`config.mk`:
```
export PLATFORM = sky130hd
export DESIGN_NAME = mem_port_arbiter
export DESIGN_NICKNAME = d
export VERILOG_FILES = /design/src/rtl/mem_port_arbiter.sv
export SDC_FILE = /design/constraint.sdc
export NUM_CORES = 1
export LEC_CHECK = 0
export ABC_AREA = 1
export CAP_MARGIN = 10
export CORE_ASPECT_RATIO = 0.9
export CORE_MARGIN = 2
export CORE_UTILIZATION = 33
export DETAILED_ROUTE_END_ITERATION = 8
export PLACE_DENSITY = 0.81
export SYNTH_ARGS = -nofsm -noshare
export SYNTH_HDL_FRONTEND = slang
export SYNTH_SLANG_ARGS = --single-unit
```
`constraint.sdc`:
```
create_clock -name clk -period 1.55 [get_ports clk]
set_input_delay 0.31 -clock clk [delete_from_list [all_inputs] [get_ports clk]]
set_output_delay 0.31 -clock clk [all_outputs]
set_load 0.02 [all_outputs]
```
`src/rtl/mem_port_arbiter.sv`:
```
// Shares one single-port memory between fetch (IF) and data (DM); grant->mem_req 1 cycle, response after L, one op outstanding.
// Requesters hold req until gnt (grants only in IDLE); define ARB_PERF_CNT_EN to build the perf_conflict_o counter.
module mem_port_arbiter #(
  parameter int AW         = 32,
  parameter int DW         = 32,
  parameter int STARVE_MAX = 4
) (
  input  logic            clk,
  input  logic            reset,
  input  logic            if_req_i,
  input  logic [AW-1:0]   if_addr_i,
  input  logic            if_flush_i,
  output logic            if_gnt_o,
  output logic            if_rvalid_o,
  output logic [DW-1:0]   if_rdata_o,
  input  logic            dm_req_i,
  input  logic            dm_we_i,
  input  logic [AW-1:0]   dm_addr_i,
  input  logic [DW-1:0]   dm_wdata_i,
  input  logic [DW/8-1:0] dm_strb_i,
  output logic            dm_gnt_o,
  output logic            dm_rvalid_o,
  output logic [DW-1:0]   dm_rdata_o,
  output logic            mem_req_o,
  output logic            mem_we_o,
  output logic [AW-1:0]   mem_addr_o,
  output logic [DW-1:0]   mem_wdata_o,
  output logic [DW/8-1:0] mem_strb_o,
  input  logic            mem_rvalid_i,
  input  logic [DW-1:0]   mem_rdata_i,
  output logic [31:0]     perf_conflict_o
);

  localparam int BW = DW / 8;
  localparam int SW = (STARVE_MAX < 1) ? 1 : $clog2(STARVE_MAX + 1);

  typedef enum logic [1:0] {
    ST_IDLE,
    ST_REQ,
    ST_WAIT
  } state_t;

  typedef enum logic {
    OWN_IF,
    OWN_DM
  } owner_t;

  typedef struct packed {
    logic          we;
    logic [AW-1:0] addr;
    logic [DW-1:0] wdata;
    logic [BW-1:0] strb;
  } mem_cmd_t;

  state_t        state_q, state_d;
  owner_t        owner_q, owner_d;
  mem_cmd_t      cmd_q, cmd_d;
  logic [SW-1:0] starve_cnt_q, starve_cnt_d;
  logic          flush_pend_q, flush_pend_d;

  logic          if_gnt, dm_gnt;
  logic          if_rvalid, dm_rvalid;
  logic          starve_hit;
  logic          busy;

  assign starve_hit = (STARVE_MAX != 0) && (starve_cnt_q == SW'(STARVE_MAX));
  assign busy       = (state_q != ST_IDLE);

  always_comb begin
    state_d      = state_q;
    owner_d      = owner_q;
    cmd_d        = cmd_q;
    starve_cnt_d = starve_cnt_q;
    flush_pend_d = flush_pend_q;
    if_gnt       = 1'b0;
    dm_gnt       = 1'b0;
    if_rvalid    = 1'b0;
    dm_rvalid    = 1'b0;

    case (state_q)
      ST_IDLE: begin
        // DM has priority unless IF has lost STARVE_MAX times in a row
        if (if_req_i && !if_flush_i && (!dm_req_i || starve_hit)) begin
          if_gnt = 1'b1;
        end else if (dm_req_i) begin
          dm_gnt = 1'b1;
        end

        if (if_gnt) begin
          owner_d      = OWN_IF;
          cmd_d        = '{we: 1'b0, addr: if_addr_i, wdata: '0, strb: '0};
          starve_cnt_d = '0;
          flush_pend_d = 1'b0;
          state_d      = ST_REQ;
        end else if (dm_gnt) begin
          owner_d = OWN_DM;
          cmd_d   = '{we: dm_we_i, addr: dm_addr_i, wdata: dm_wdata_i, strb: dm_strb_i};
          if (if_req_i && (starve_cnt_q != SW'(STARVE_MAX))) begin
            starve_cnt_d = starve_cnt_q + SW'(1);
          end
          state_d = ST_REQ;
        end
      end

      ST_REQ: begin
        if ((owner_q == OWN_IF) && if_flush_i) begin
          flush_pend_d = 1'b1;
        end
        state_d = ST_WAIT;
      end

      ST_WAIT: begin
        if ((owner_q == OWN_IF) && if_flush_i) begin
          flush_pend_d = 1'b1;
        end
        if (mem_rvalid_i) begin
          if (owner_q == OWN_DM) begin
            dm_rvalid = 1'b1;
          end else begin
            if_rvalid = !(flush_pend_q || if_flush_i);
          end
          flush_pend_d = 1'b0;
          state_d      = ST_IDLE;
        end
      end

      default: begin
        state_d = ST_IDLE;
      end
    endcase
  end

  always_ff @(posedge clk) begin
    if (reset) begin
      state_q      <= ST_IDLE;
      owner_q      <= OWN_IF;
      cmd_q        <= '0;
      starve_cnt_q <= '0;
      flush_pend_q <= 1'b0;
    end else begin
      state_q      <= state_d;
      owner_q      <= owner_d;
      cmd_q        <= cmd_d;
      starve_cnt_q <= starve_cnt_d;
      flush_pend_q <= flush_pend_d;
    end
  end

  // Reset masks grants and responses so nothing is accepted or forwarded in that cycle
  assign if_gnt_o    = if_gnt & ~reset;
  assign dm_gnt_o    = dm_gnt & ~reset;
  assign if_rvalid_o = if_rvalid & ~reset;
  assign dm_rvalid_o = dm_rvalid & ~reset;
  assign if_rdata_o  = if_rvalid_o ? mem_rdata_i : '0;
  assign dm_rdata_o  = dm_rvalid_o ? mem_rdata_i : '0;

  assign mem_req_o   = (state_q == ST_REQ);
  assign mem_we_o    = busy & cmd_q.we;
  assign mem_addr_o  = busy ? cmd_q.addr : '0;
  assign mem_wdata_o = busy ? cmd_q.wdata : '0;
  assign mem_strb_o  = busy ? cmd_q.strb : '0;

`ifdef ARB_PERF_CNT_EN
  logic [31:0] perf_conflict_q, perf_conflict_d;

  always_comb begin
    perf_conflict_d = perf_conflict_q;
    if ((state_q == ST_IDLE) && if_req_i && dm_req_i) begin
      perf_conflict_d = perf_conflict_q + 32'd1;
    end
  end

  always_ff @(posedge clk) begin
    if (reset) begin
      perf_conflict_q <= '0;
    end else begin
      perf_conflict_q <= perf_conflict_d;
    end
  end

  assign perf_conflict_o = perf_conflict_q;
`else
  assign perf_conflict_o = '0;
`endif

endmodule

```
======== After elaboration in Yosys (flattened, before gate mapping) ========
Index checks and enable logic that the tools add are counted.
cells by class
  add/subtract/negate cells ............... 1
  bitwise logic cells ..................... 7
  eq/ne operators ......................... 7
  reductions and logical operators ........ 18
  mux-type cells .......................... 33
operators by type and width
  cell                   count
  $mux W69               2
  $mux W32               4
  $mux W1                18
  $mux W3                3
  $mux W2                3
  $ne A3 B3 Y1 const B   2
  $pmux W2 S3            1
  $reduce_and A2 Y1      3
  $reduce_bool A2 Y1     3
  $and A1 B1 Y1          5
  $logic_and A1 B1 Y1    4
  $mux W4                1
  $ne A2 B2 Y1 const B   2
  $add A3 B1 Y3 const B  1
  $eq A3 B3 Y1 const B   1
  $logic_not A1 Y1       3
  $pmux W1 S3            1
  $reduce_and A3 Y1      1
  $reduce_bool A3 Y1     1
  $eq A2 B1 Y1 const B   1
  $eq A2 B2 Y1 const B   1
  $logic_not A2 Y1       1
  $logic_or A1 B1 Y1     2
  $not A1 Y1             2
storage, ports and cells
  input port bits ......................... 139
  bits in registers ....................... 76

======== Logic depth before layout (Yosys ltp) ========
Gate-level depths: netlist of the first run.
  word-level depth ........................ 8
  depth in mapped cells ................... 11

======== Worst setup path after synthesis of the first run ========
OpenSTA, ideal clock, no wires.
  path kind ............................... input-to-output
  start ................................... input reset
  end ..................................... output if_rdata_o[10]
  path buffers ............................ 2
  required time ........................... 1.240 ns
  cell stages on the path ................. 7
  slack ................................... -0.374 ns
  data arrival time ....................... 1.614 ns
  cells stage by stage .................... buf_2 inv_2 nand3_1 nor2_1 inv_1 buf_2 nor2_1
on the way
  word-level cells in the longest chain between the ends .. 3
RTL lines
  item                line  text
  start: declaration  9     input logic reset,
  $not A1 Y1          152   assign if_rvalid_o = if_rvalid & ~reset;
  $and A1 B1 Y1       152
  net if_rvalid_o     14    output logic if_rvalid_o,
  $mux W32            154   assign if_rdata_o = if_rvalid_o ? mem_rdata_i : '0;
  end: declaration    15    output logic [DW-1:0] if_rdata_o,
The timed path passes the listed nets, and every way through them passes these cells.

======== Final worst setup path of the first run ========
  start ................................... register state_q[1]
  end ..................................... register cmd_q[24] (netlist bit)
on the way
  word-level cells in the longest chain between the ends .. 2
RTL lines
  item                                line  text
  start: declaration                  55    state_t state_q, state_d;
  start signal: assignment            141   state_q <= state_d;
  $logic_not A2 Y1                    80    case (state_q)
  $reduce_and A2 Y1 (no source line)  --
  end signal: assignment              143   cmd_q <= cmd_d;
  end: declaration                    57    mem_cmd_t cmd_q, cmd_d;
No other way between the ends.
A chain may end at the register's enable or synchronous reset.

==> results of run 1 <==
==> kinds of logic (layout without fill, tap and decap cells) <==
kind of cell    after synthesis  count (layout)
compound gates               46              46
fa+ha+maj                     6               6
buf+inv                     234             545
flops                        76              76
other cells                   1              32
simple gates                412             412
==> worst min-delay path, stage by stage <==
cell and delay, ps:
buf_2 140, buf_4 180, a21oi_2 40
==> metal layers <==
layer,global-route usage (%),vias to the layer above,part of all wire [%]
li1,-,2955,-
met3,6.367,158,7.8
met4,13.84,0,7.8
met5,0,-,0
met2,48.75,400,51
met1,28.68,3122,33
==> layout make-up <==
class | count | area [sq um] | area share [%]
Timing Repair Buffer | 378 | 4579 | 39.83
Multi-Input combinational cell | 496 | 4245 | 36.92
Sequential cell | 76 | 1529 | 13.30
Inverter | 152 | 590.6 | 5.137
Clock buffer | 9 | 225.2 | 1.959
Tap cell | 172 | 215.2 | 1.872
Clock inverter | 6 | 112.6 | 0.9794
==> per-stage QoR <==
step | util [%] | worst slack, ps | setup TNS, ps | cells
5_1_grt | 83.01 | -542.9 | -71720 | 1289
4_1_cts | 70.72 | -353.4 | -50490 | 1266
6_report | 83.01 | -508.3 | -62710 | 1289
2_1_floorplan | - | -25.19 | -1259 | 806
3_5_place_dp | 59.84 | -808.3 | -118570 | 1210
3_3_place_gp | 59.84 | -793.0 | -117910 | 1210
==> cell usage in the layout (no fill, tap or decap), types with 30 or more instances in the layout <==
cell and n:
dfxtp_1 72, buf_6 149, nand3_1 42, a21oi_2 34
nor2_4 135, clkdlybuf4s50_1 135, inv_1 131, nand3_2 68
nand2_1 96, conb_1 32, buf_4 30
==> registers in the layout (all words and copies together), names as in the netlist <==
| signal | cells |
|---|---|
| state_q | 2 |
| flush_pend_q | 1 |
| cmd_q | 69 |
| starve_cnt_q | 3 |
| owner_q | 1 |
==> power groups by stage <==
stage          Sequential [uW]  Clock (uW)  Combinational [uW]
2_1_floorplan             2270           0                1330
3_3_place_gp              2280           0                2170
3_5_place_dp              2290           0                2200
4_1_cts                   2250        2450                3160
5_1_grt                   2300        2580                4470
6_report                  2280        2490                4310
==> worst min path at each step <==
stage | startpoint | endpoint | slack (ps) | depth (start not counted)
4_1_cts | reset | owner_q$_SDFFE_PP0P_ | 350 | 3
3_5_place_dp | cmd_q[29]$_SDFFE_PP0P_ | cmd_q[29]$_SDFFE_PP0P_ | 450 | 2
5_1_grt | reset | owner_q$_SDFFE_PP0P_ | 380 | 3
6_report | reset | owner_q$_SDFFE_PP0P_ | 380 | 3
3_3_place_gp | cmd_q[30]$_SDFFE_PP0P_ | cmd_q[30]$_SDFFE_PP0P_ | 450 | 2
2_1_floorplan | owner_q$_SDFFE_PP0P_ | owner_q$_SDFFE_PP0P_ | 440 | 2
==> what timing repair did <==
action,CTS,global route
pin swaps,35,122
gates resized for setup,899,342
gates cloned,17,14
hold buffers,0,0
buffers inserted,25,21
endpoints found under the setup margin,209,212
==> impl_summary.md, run 1 <==
Logic synthesis
The mapped netlist covers 0.004621 sq mm. The number of warnings issued by yosys is 0. The synthesized netlist devotes 5.307% of its cell area to compound gates. The share of the Yosys chip area taken by registers is 32.93%. Of the total synthesized cell area, the portion taken by AND, OR, NAND and NOR gates is 37.40%. The fraction of post-synthesis cell area in the top cell type by area is 32.93%.

Each instance of the synthesized netlist takes up on average 5.962 sq um. The most used flip-flop cell after synthesis is dfxtp_1. Ranked by instance count, the synthesized netlist is headed by inv_1 (151), nor2_1 (143), nand3_1 (138). The number of register bits inferred by synthesis is 76. The combinational family with the most area after synthesis is simple AND/OR/NAND/NOR gates. The dominant cell type by area after synthesis is dfxtp_1. Yosys attributes the largest share of cell area to dfxtp_1 (33%), nand3_1 (15%), inv_1 (12%). After Yosys synthesis, full adders, half adders and majority gates account for 1.625% of the synthesized area. The distinct cell type count after synthesis is 18. In the synthesized netlist the async set-or-reset flop fraction comes to 0%. In the post-synthesis netlist, the cell with the most instances is inv_1. The fraction of synthesized cell area in xor and xnor cells is 0%. Yosys mapped a number of flops with a built-in enable equal to 0.

Synthesis produced a netlist whose cell count is 775. The portion of netlist area occupied by mux cells is 0%.

Pwr
The design draws 9080 uW. Net switching is 36.59% of the power. The sequential fraction of design power is 25.1%.

In this run the power density over the cells is 789.8 mW/mm^2. The analysis attributes to net switching a power of 3323 uW. Per report_power, the clock group accounts for 27.4% of the total.

Per report_power, the combinational group accounts for 47.4% of the total. Internal power comes to 5758 uW. The worst-case vdd ir drop is 0.0006438 V. The standby leakage power is 0.004954 uW.

Finish
Once layout is done, the placed cells without fillers occupy 0.01150 sq mm. The antenna cell count is 0. From synthesis to final layout, the design area changed by 148.8%.

The share of cells above drive strength 1 is 52.55%. The final net count is 1258. The count of filler cells inserted in the layout is 740.

Drt
The number of optimization iterations in the first detailed-route pass is 7. The routed wire length per instance is 21.11 um. Using the TritonRoute via totals, the vias-per-cell ratio works out to 5.147.

In this run, the number of DRC markers left after iteration 0 of detailed routing was 376. After detailed routing, the number of remaining DRC violations is 0. Summed over all layers, the routed wires come to 27210 um.

The total number of vias is 6635. The number of nets still failing antenna checks after routing is 0.

Clocking
The clock latency on the worst-skew pair is 350 ps. TritonCTS built the clock tree. The clock transition at the register clock pins on the worst setup and hold paths after CTS is 80 ps.

Buffers inserted during clock tree synthesis total 9. The longest clock path from root to sink contains 2 buffers. The clock tree root buffer cell is clkbuf_16. The H-tree was split into 3 levels.

The clock net in this run drives a total of 76 sinks.

Timing
In the finished design, the share of the clock period the worst path needs comes to 132.8%. The total count of max-transition violations in the final report is 0. The final critical-path required period is 2058 ps. The slew at the pin with the worst max-slew slack is 657.0 ps. The worst hold slack after final layout is 384.8 ps. The highest clock rate is 485.8 MHz.

In this run the tightest slew margin relative to its limit is 56.20%. The clock tree skew after final layout is 21.60 ps. Setup repair after global routing could not meet its margin everywhere. The count of endpoints failing setup in the final report is 214.

The worst path setup slack after routing is -508.3 ps. The number of endpoints with negative hold slack in the final report is 0.

Hold path
The worst hold path belongs to the class in -> reg.

Setup path
The total buffers and inverters traversed by the critical path is 6. The setup slack of the worst register-to-register path is -510 ps. The critical path startpoint category is a flop.

The timing endpoint of the critical path is cmd_q[24]$_SDFFE_PP0P_. The critical path crosses 10 cells after its start point. STA classifies the critical path endpoint as a flop. The slowest stage of the critical path belongs to the cell dfxtp_4. The critical path's largest stage delay is 370 ps. The largest fanout of any net on the critical path is 6. At the worst endpoint, the required time is 1780 ps. The kind of critical path is reg -> reg. The source of the worst register-to-register timing path is state_q[1]$_SDFFE_PP0P_. The number of cells on the worst reg-to-reg path is 10. The signal on the critical path passes through inv_4 > ha_4 > buf_6 > inv_4 > a21oi_4 > buf_6 > clkbuf_16 > buf_12 > nand3_4 > a21oi_2. The kind of cell adding the most delay to the critical path is buffers and inverters. The critical path arrival is 2290 ps. The start point of the critical path is state_q[1]$_SDFFE_PP0P_.

The reg-to-reg critical path endpoint is cmd_q[24]$_SDFFE_PP0P_.

Die
The core outline area is 0.01385 sq mm. The die extent in x is 128.7 um. During I/O placement, the number of pins put on the boundary was 309.

The die covers 0.01497 sq mm. The floorplan step set the die height to 116.3 um. The number of placement rows is 41. Once the floorplan was initialized, standard cells occupied 33.36% of the core.

Placed design
The standard cell area after detailed placement is 0.008288 sq mm. The placed wire-length estimate after detailed placement is 12230 um. Routability-driven placement finished with a final weighted congestion of 0.7821. Buffers placed on the I/O ports in this run total 276.

GRT
The number of antenna violations at the first check in global routing is 0. The number of global-route vias before repair is 5728. The wire length of the first global-routing pass is 30750 um. Entering global routing, the biggest net connects 52 pins.

The combined global-route utilization of all metal layers is 26.63%. The final global-route overflow total is 0.

Run
The tool flagged a number of max-cap violations equal to 0.

Outcome
The flow ran to the end, but the final reports show violations. The checks that failed: setup timing.
Note: power is estimated with default switching activity, not from simulation.
==> run 2, diff against run 1 <==
--- a/config.mk
+++ b/config.mk
@@ -10,6 +10,7 @@
 export CORE_ASPECT_RATIO = 0.9
 export CORE_MARGIN = 2
 export CORE_UTILIZATION = 33
+export CTS_CLUSTER_DIAMETER = 30
 export DETAILED_ROUTE_END_ITERATION = 8
 export PLACE_DENSITY = 0.81
 export SYNTH_ARGS = -nofsm -noshare
==> results of run 2 <==
No change in the layout: final DEF, timing and power equal those of run 1.
==> run 3, diff against run 2 <==
--- a/config.mk
+++ b/config.mk
@@ -6,7 +6,7 @@
 export NUM_CORES = 1
 export LEC_CHECK = 0
 export ABC_AREA = 1
-export CAP_MARGIN = 10
+export CAP_MARGIN = 15
 export CORE_ASPECT_RATIO = 0.9
 export CORE_MARGIN = 2
 export CORE_UTILIZATION = 33
==> results of run 3 <==
No change in the layout: final DEF, timing and power equal those of run 1.
